[config.mk]
export PLATFORM = sky130hd
export DESIGN_NAME = result_broadcast_queue
export DESIGN_NICKNAME = d
export VERILOG_FILES = /design/src/rtl/result_broadcast_queue.sv
export SDC_FILE = /design/constraint.sdc
export NUM_CORES = 1
export LEC_CHECK = 0
export CAP_MARGIN = 20
export CORE_MARGIN = 2
export CORE_UTILIZATION = 45
export CTS_CLUSTER_DIAMETER = 120
export DETAILED_ROUTE_END_ITERATION = 6
export PLACE_DENSITY = 0.75
export RECOVER_POWER = 50
export SKIP_LAST_GASP = 1
export SYNTH_ARGS = -nofsm -noshare
export SYNTH_HDL_FRONTEND = slang
export SYNTH_SLANG_ARGS = --single-unit
[constraint.sdc]
create_clock -name clk -period 3.6 [get_ports clk]
set_clock_uncertainty 0.15 [all_clocks]
set_input_delay 0.36 -clock clk [delete_from_list [all_inputs] [get_ports clk]]
set_output_delay 0.36 -clock clk [all_outputs]
set_load 0.01 [all_outputs]
[src/rtl/result_broadcast_queue.sv]
// Completion queue: one holding slot per functional unit, drained round-robin onto a registered CDB.
// Optional mispredict flush input is enabled by defining BQ_FLUSH_EN.
module result_broadcast_queue #(
  parameter int NUM_FU     = 4,
  parameter int DATA_WIDTH = 32,
  parameter int TAG_WIDTH  = 7,
  parameter int SRC_WIDTH  = $clog2(NUM_FU)
) (
  input  logic                         clk,
  input  logic                         rst,
  input  logic [NUM_FU-1:0]            fu_done,
  input  logic [NUM_FU*DATA_WIDTH-1:0] fu_result,
  input  logic [NUM_FU*TAG_WIDTH-1:0]  fu_tag,
  output logic [NUM_FU-1:0]            queued,
  input  logic                         cdb_stall,
  output logic                         cdb_valid,
  output logic [DATA_WIDTH-1:0]        cdb_data,
  output logic [TAG_WIDTH-1:0]         cdb_tag,
  output logic [SRC_WIDTH-1:0]         cdb_src,
  output logic                         overflow
`ifdef BQ_FLUSH_EN
  ,
  input  logic                         flush
`endif
);

  logic [NUM_FU-1:0]     slot_valid_r;
  logic [DATA_WIDTH-1:0] slot_data_r [NUM_FU];
  logic [TAG_WIDTH-1:0]  slot_tag_r  [NUM_FU];
  logic [SRC_WIDTH-1:0]  rr_ptr_r;
  logic                  overflow_r;
  logic                  cdb_valid_r;
  logic [DATA_WIDTH-1:0] cdb_data_r;
  logic [TAG_WIDTH-1:0]  cdb_tag_r;
  logic [SRC_WIDTH-1:0]  cdb_src_r;

  logic                  adv_s;
  logic                  grant_any_s;
  logic [SRC_WIDTH-1:0]  grant_idx_s;
  logic [SRC_WIDTH-1:0]  scan_idx_s;
  logic [SRC_WIDTH-1:0]  rr_next_s;
  logic [NUM_FU-1:0]     grant_vec_s;
  logic [NUM_FU-1:0]     slot_free_s;
  logic [NUM_FU-1:0]     accept_s;
  logic [NUM_FU-1:0]     refuse_s;
  logic                  block_s;

  // Acceptance is blocked while the queue is being cleared.
`ifdef BQ_FLUSH_EN
  assign block_s = rst | flush;
`else
  assign block_s = rst;
`endif

  // Round-robin arbiter: first valid slot at or after rr_ptr, only when the CDB can advance.
  always_comb begin
    adv_s       = ~cdb_valid_r | ~cdb_stall;
    grant_any_s = 1'b0;
    grant_idx_s = '0;
    scan_idx_s  = '0;
    grant_vec_s = '0;
    for (int k = 0; k < NUM_FU; k++) begin
      scan_idx_s = SRC_WIDTH'((int'(rr_ptr_r) + k) % NUM_FU);
      if (adv_s && !grant_any_s && slot_valid_r[scan_idx_s]) begin
        grant_any_s = 1'b1;
        grant_idx_s = scan_idx_s;
      end else begin
        grant_any_s = grant_any_s;
      end
    end
    if (grant_any_s) begin
      grant_vec_s[grant_idx_s] = 1'b1;
    end else begin
      grant_vec_s = '0;
    end
    if (grant_idx_s == SRC_WIDTH'(NUM_FU - 1)) begin
      rr_next_s = '0;
    end else begin
      rr_next_s = grant_idx_s + {{(SRC_WIDTH-1){1'b0}}, 1'b1};
    end
  end

  // Same-cycle accept/refuse answer; a slot being granted can take a new result at once.
  always_comb begin
    slot_free_s = ~slot_valid_r | grant_vec_s;
    if (block_s) begin
      accept_s = '0;
      refuse_s = '0;
    end else begin
      accept_s = fu_done & slot_free_s;
      refuse_s = fu_done & ~slot_free_s;
    end
  end

  assign queued = accept_s;

  // Holding slots: capture on accept, release on grant.
  always_ff @(posedge clk) begin
    if (rst) begin
      slot_valid_r <= '0;
      for (int i = 0; i < NUM_FU; i++) begin
        slot_data_r[i] <= '0;
        slot_tag_r[i]  <= '0;
      end
    end
`ifdef BQ_FLUSH_EN
    else if (flush) begin
      slot_valid_r <= '0;
    end
`endif
    else begin
      for (int i = 0; i < NUM_FU; i++) begin
        if (accept_s[i]) begin
          slot_valid_r[i] <= 1'b1;
          slot_data_r[i]  <= fu_result[i*DATA_WIDTH +: DATA_WIDTH];
          slot_tag_r[i]   <= fu_tag[i*TAG_WIDTH +: TAG_WIDTH];
        end else if (grant_vec_s[i]) begin
          slot_valid_r[i] <= 1'b0;
        end
      end
    end
  end

  // CDB register, round-robin pointer and sticky overflow flag.
  always_ff @(posedge clk) begin
    if (rst) begin
      rr_ptr_r    <= '0;
      overflow_r  <= 1'b0;
      cdb_valid_r <= 1'b0;
      cdb_data_r  <= '0;
      cdb_tag_r   <= '0;
      cdb_src_r   <= '0;
    end else begin
      overflow_r <= overflow_r | (|refuse_s);
`ifdef BQ_FLUSH_EN
      if (flush) begin
        cdb_valid_r <= 1'b0;
        rr_ptr_r    <= '0;
      end else
`endif
      if (grant_any_s) begin
        cdb_valid_r <= 1'b1;
        cdb_data_r  <= slot_data_r[grant_idx_s];
        cdb_tag_r   <= slot_tag_r[grant_idx_s];
        cdb_src_r   <= grant_idx_s;
        rr_ptr_r    <= rr_next_s;
      end else if (adv_s) begin
        cdb_valid_r <= 1'b0;
      end
    end
  end

  assign cdb_valid = cdb_valid_r;
  assign cdb_data  = cdb_data_r;
  assign cdb_tag   = cdb_tag_r;
  assign cdb_src   = cdb_src_r;
  assign overflow  = overflow_r;

endmodule

==> summary.md <==
| Metric | Value |
|---|---|
| Status | `finished clean` |
| Final Slew Violations | `0` |
| Mapped Cells | `786` |
| Final setup vio count | `0` |
| Antenna Violating Nets Remaining | `0` |
| Die W | `149 um` |
| Vias per inst | `5.76` |
| CTS Buf Count | `22` |
| N_diodes | `0` |
| Flop2flop setup slack | `0.26 ns` |
| Synthesized area | `9490 um^2` |
| Port buffer count | `209` |
| Placer Congestion | `0.845` |
| M2 GR Usage | `40.1%` |
| Fmax | `285 MHz` |
| Total GRT Usage | `23.4%` |
| Syn avg cell area | `12.1 um^2` |
| Hold_sp | `rst` |
| GR met3 Demand/Resource | `3.98%` |
| Root buffer cell | `clkbuf_16` |
| Ranking of synthesized cells by area | `edfxtp_1, dfxtp_1, nor4b_2, and2_1, nand3_1` |
| Total Power | `6.44 mW` |
| Vias in the first global route | `7208` |
| Origin of the critical flop-to-flop path | `slot_valid_r[3]` |
| Slowest cell on the critical path | `clkdlybuf4s50_1` |
| Clock Path Buffers | `3` |
| Starting Density | `45.6%` |
| Vert. Die Dim | `149 um` |
| Clock sinks | `205` |
| Worst setup SP type | `flip-flop` |
| Final Hold Fails | `0` |
| Post-synthesis sequential area ratio | `59.7%` |
| Tcrit/Tclk final | `97.5%` |
| Antenna violations before repair | `1` |
| Num rows | `53` |
| Critical-path cell list | `or2_0 > o2111ai_1 > o311ai_1 > o21a_2 > nor3_1 > clkdlybuf4s50_1` |
| Max incr delay on CP | `0.64 ns` |
| Total Wirelength | `26800 um` |
| Async SR Flop Fraction | `0%` |
| Post-synth EDFFs | `156` |
| Arr. time, crit path | `3.00 ns` |
| Yosys top cell area share | `49.4%` |
| Wire per inst | `21.3 um` |
| Library cells used by synthesis | `48` |
| Most frequent cell after synthesis | `edfxtp_1` |
| Total number of vias | `7241` |
| Post-cts hold buffer count | `0` |
| Worst-path fanout max | `9` |
| Final Critical Period | `3.51 ns` |
| Post-Syn Nets | `950` |
| RSZ-0062 raised after global routing | `no` |
| DP HPWL | `17300 um` |
| Core area | `20800 um^2` |
| Worst flop-to-flop path endpoint | `cdb_data[1]` |
| Commonest cells post-synth | `edfxtp_1, and2_1, nand3_1` |
| Most Used Layer, Global Route | `met2` |
| GRT met1 Usage | `31.3%` |
| Share of cells above drive strength 1 | `8.95%` |
| Area grow syn2layout | `30.2%` |
| Maximum VDD drop | `0.276 mV` |
| NumNets Final | `1131` |
| Reg2reg path depth | `6` |
| Synth Warn # | `0` |
| First-pass GRT wire length | `39900 um` |
| TritonRoute pass-1 iters | `7` |
| Pwr Density | `522 nW/um^2` |
| Worst Hold Path EP | `slot_valid_r[2]` |
| WP data required | `3.09 ns` |
| DRC errors left | `0` |
| Hold path cells | `2` |
| Detailed Route Iter0 Violations | `450` |
| Static leakage | `4.38 nW` |
| CP bufs+invs | `1` |
| Io pins | `210` |
| Critical path type | `reg2out` |
| Htree depth | `1` |
| Yosys top cell by area | `edfxtp_1` |
| Hold WC Path Type | `in2reg` |
| Clock-pin transition on the worst setup and hold timing paths | `0.06 ns` |
| Die area | `22300 um^2` |
| Grt ovf | `0` |
| CP endpoint kind | `output pin` |
| Pin slew with the least headroom to its limit | `1.17 ns` |
| Clock Latency Late Sink | `0.50 ns` |
| Post-synthesis register bit count | `205` |
| Max_cap viols | `0` |
| TritonCTS clock tree | `built` |
| Worst slew margin | `22.2%` |
| Top FF cell, synth | `edfxtp_1` |
| Setup_tns | `0 ns` |
| Largest net degree at the start of global routing | `51` |
| CP top delay family | `compound AO/OA/AOI/OAI gates` |
per-layer routing:
| layer | part of all wire (%) | vias to the layer above |
|---|---|---|
| li1 | - | 3317 |
| met1 | 41 | 3556 |
| met2 | 49 | 328 |
| met3 | 8.7 | 38 |
| met4 | 1.7 | 2 |
| met5 | 0.049 | - |
cell families after synthesis:
logic type	count (synthesis)	share of synthesized area, %
AOI/OAI and AO/OA	192	14.3
adders and majority gates	1	0.132
buffers and inverters	85	4.22
DFF	205	59.7
and+or+nand+nor	303	21.6
report_power, final:
part,switching [mW],internal (mW),leakage [nW]
Combinational,0.745,0.524,1.92
Sequential,0.104,2.81,2.10
Clock,0.905,1.35,0.357
flip-flops by register name (all words and copies together), names as in the netlist:
name and cells:
cdb_data 32, cdb_src 2, cdb_tag 7, cdb_valid 1, overflow 1, rr_ptr_r 2
slot_data_r 128, slot_tag_r 28, slot_valid_r 4
worst max-delay path by stage:
stage,end,slack (ns),cells past startpoint,from
2_1_floorplan,slot_data_r[3][0],0.38,9,rr_ptr_r[0]
5_1_grt,queued[0],0.007,6,slot_valid_r[3]
6_report,queued[0],0.09,6,slot_valid_r[3]
3_3_place_gp,queued[3],0.33,9,cdb_stall
4_1_cts,queued[2],0.02,6,slot_valid_r[2]
3_5_place_dp,queued[3],0.29,9,cdb_stall
cells in the final DEF, fill, tap and decap left out, types with 2 or more instances in the layout:
cell	n
a21o_1	39
a21o_2	3
a21oi_1	45
a311oi_1	33
a311oi_2	6
and2_0	3
and2_1	75
buf_12	3
buf_4	14
bufinv_16	2
clkbuf_1	9
clkbuf_16	23
clkbuf_2	5
clkbuf_8	2
clkdlybuf4s50_1	165
clkinv_1	3
clkinv_2	4
dfxtp_1	47
dfxtp_2	2
dlygate4sd3_1	43
edfxtp_1	156
inv_1	6
nand2_1	9
nand2b_2	3
nand3_1	78
nor2_1	47
nor2b_1	2
nor3b_1	39
nor4b_1	36
nor4b_2	3
o211ai_1	2
o21a_2	2
o21ai_0	41
metrics by stage:
stage	setup WS, ns	util, %	hold WS [ns]	std cells	area, um^2
3_3_place_gp	0.330	57.0	0.297	1217	11900
4_1_cts	0.0208	60.5	0.206	1258	12600
5_1_grt	0.00690	59.3	0.187	1258	12300
6_report	0.0884	59.3	0.177	1258	12300
2_1_floorplan	0.378	-	0.331	786	9490
3_5_place_dp	0.286	57.0	0.315	1217	11900
cell type report:
type	count	area [um^2]
fillers	1726	8480
clock buffers	30	622
flip-flops and latches	205	5670
inverters	7	26.3
clock inverters	10	100
multi-input cells	496	3290
repair buffers	235	2300
well taps	275	344
what timing repair did:
action	4_1_cts	5_1_grt
setup buffers	1	0
endpoints found under the setup margin	1	2
pin swaps	1	0
resized for setup	3	2
cloned	0	0
Power figures use the tool's default switching activity.
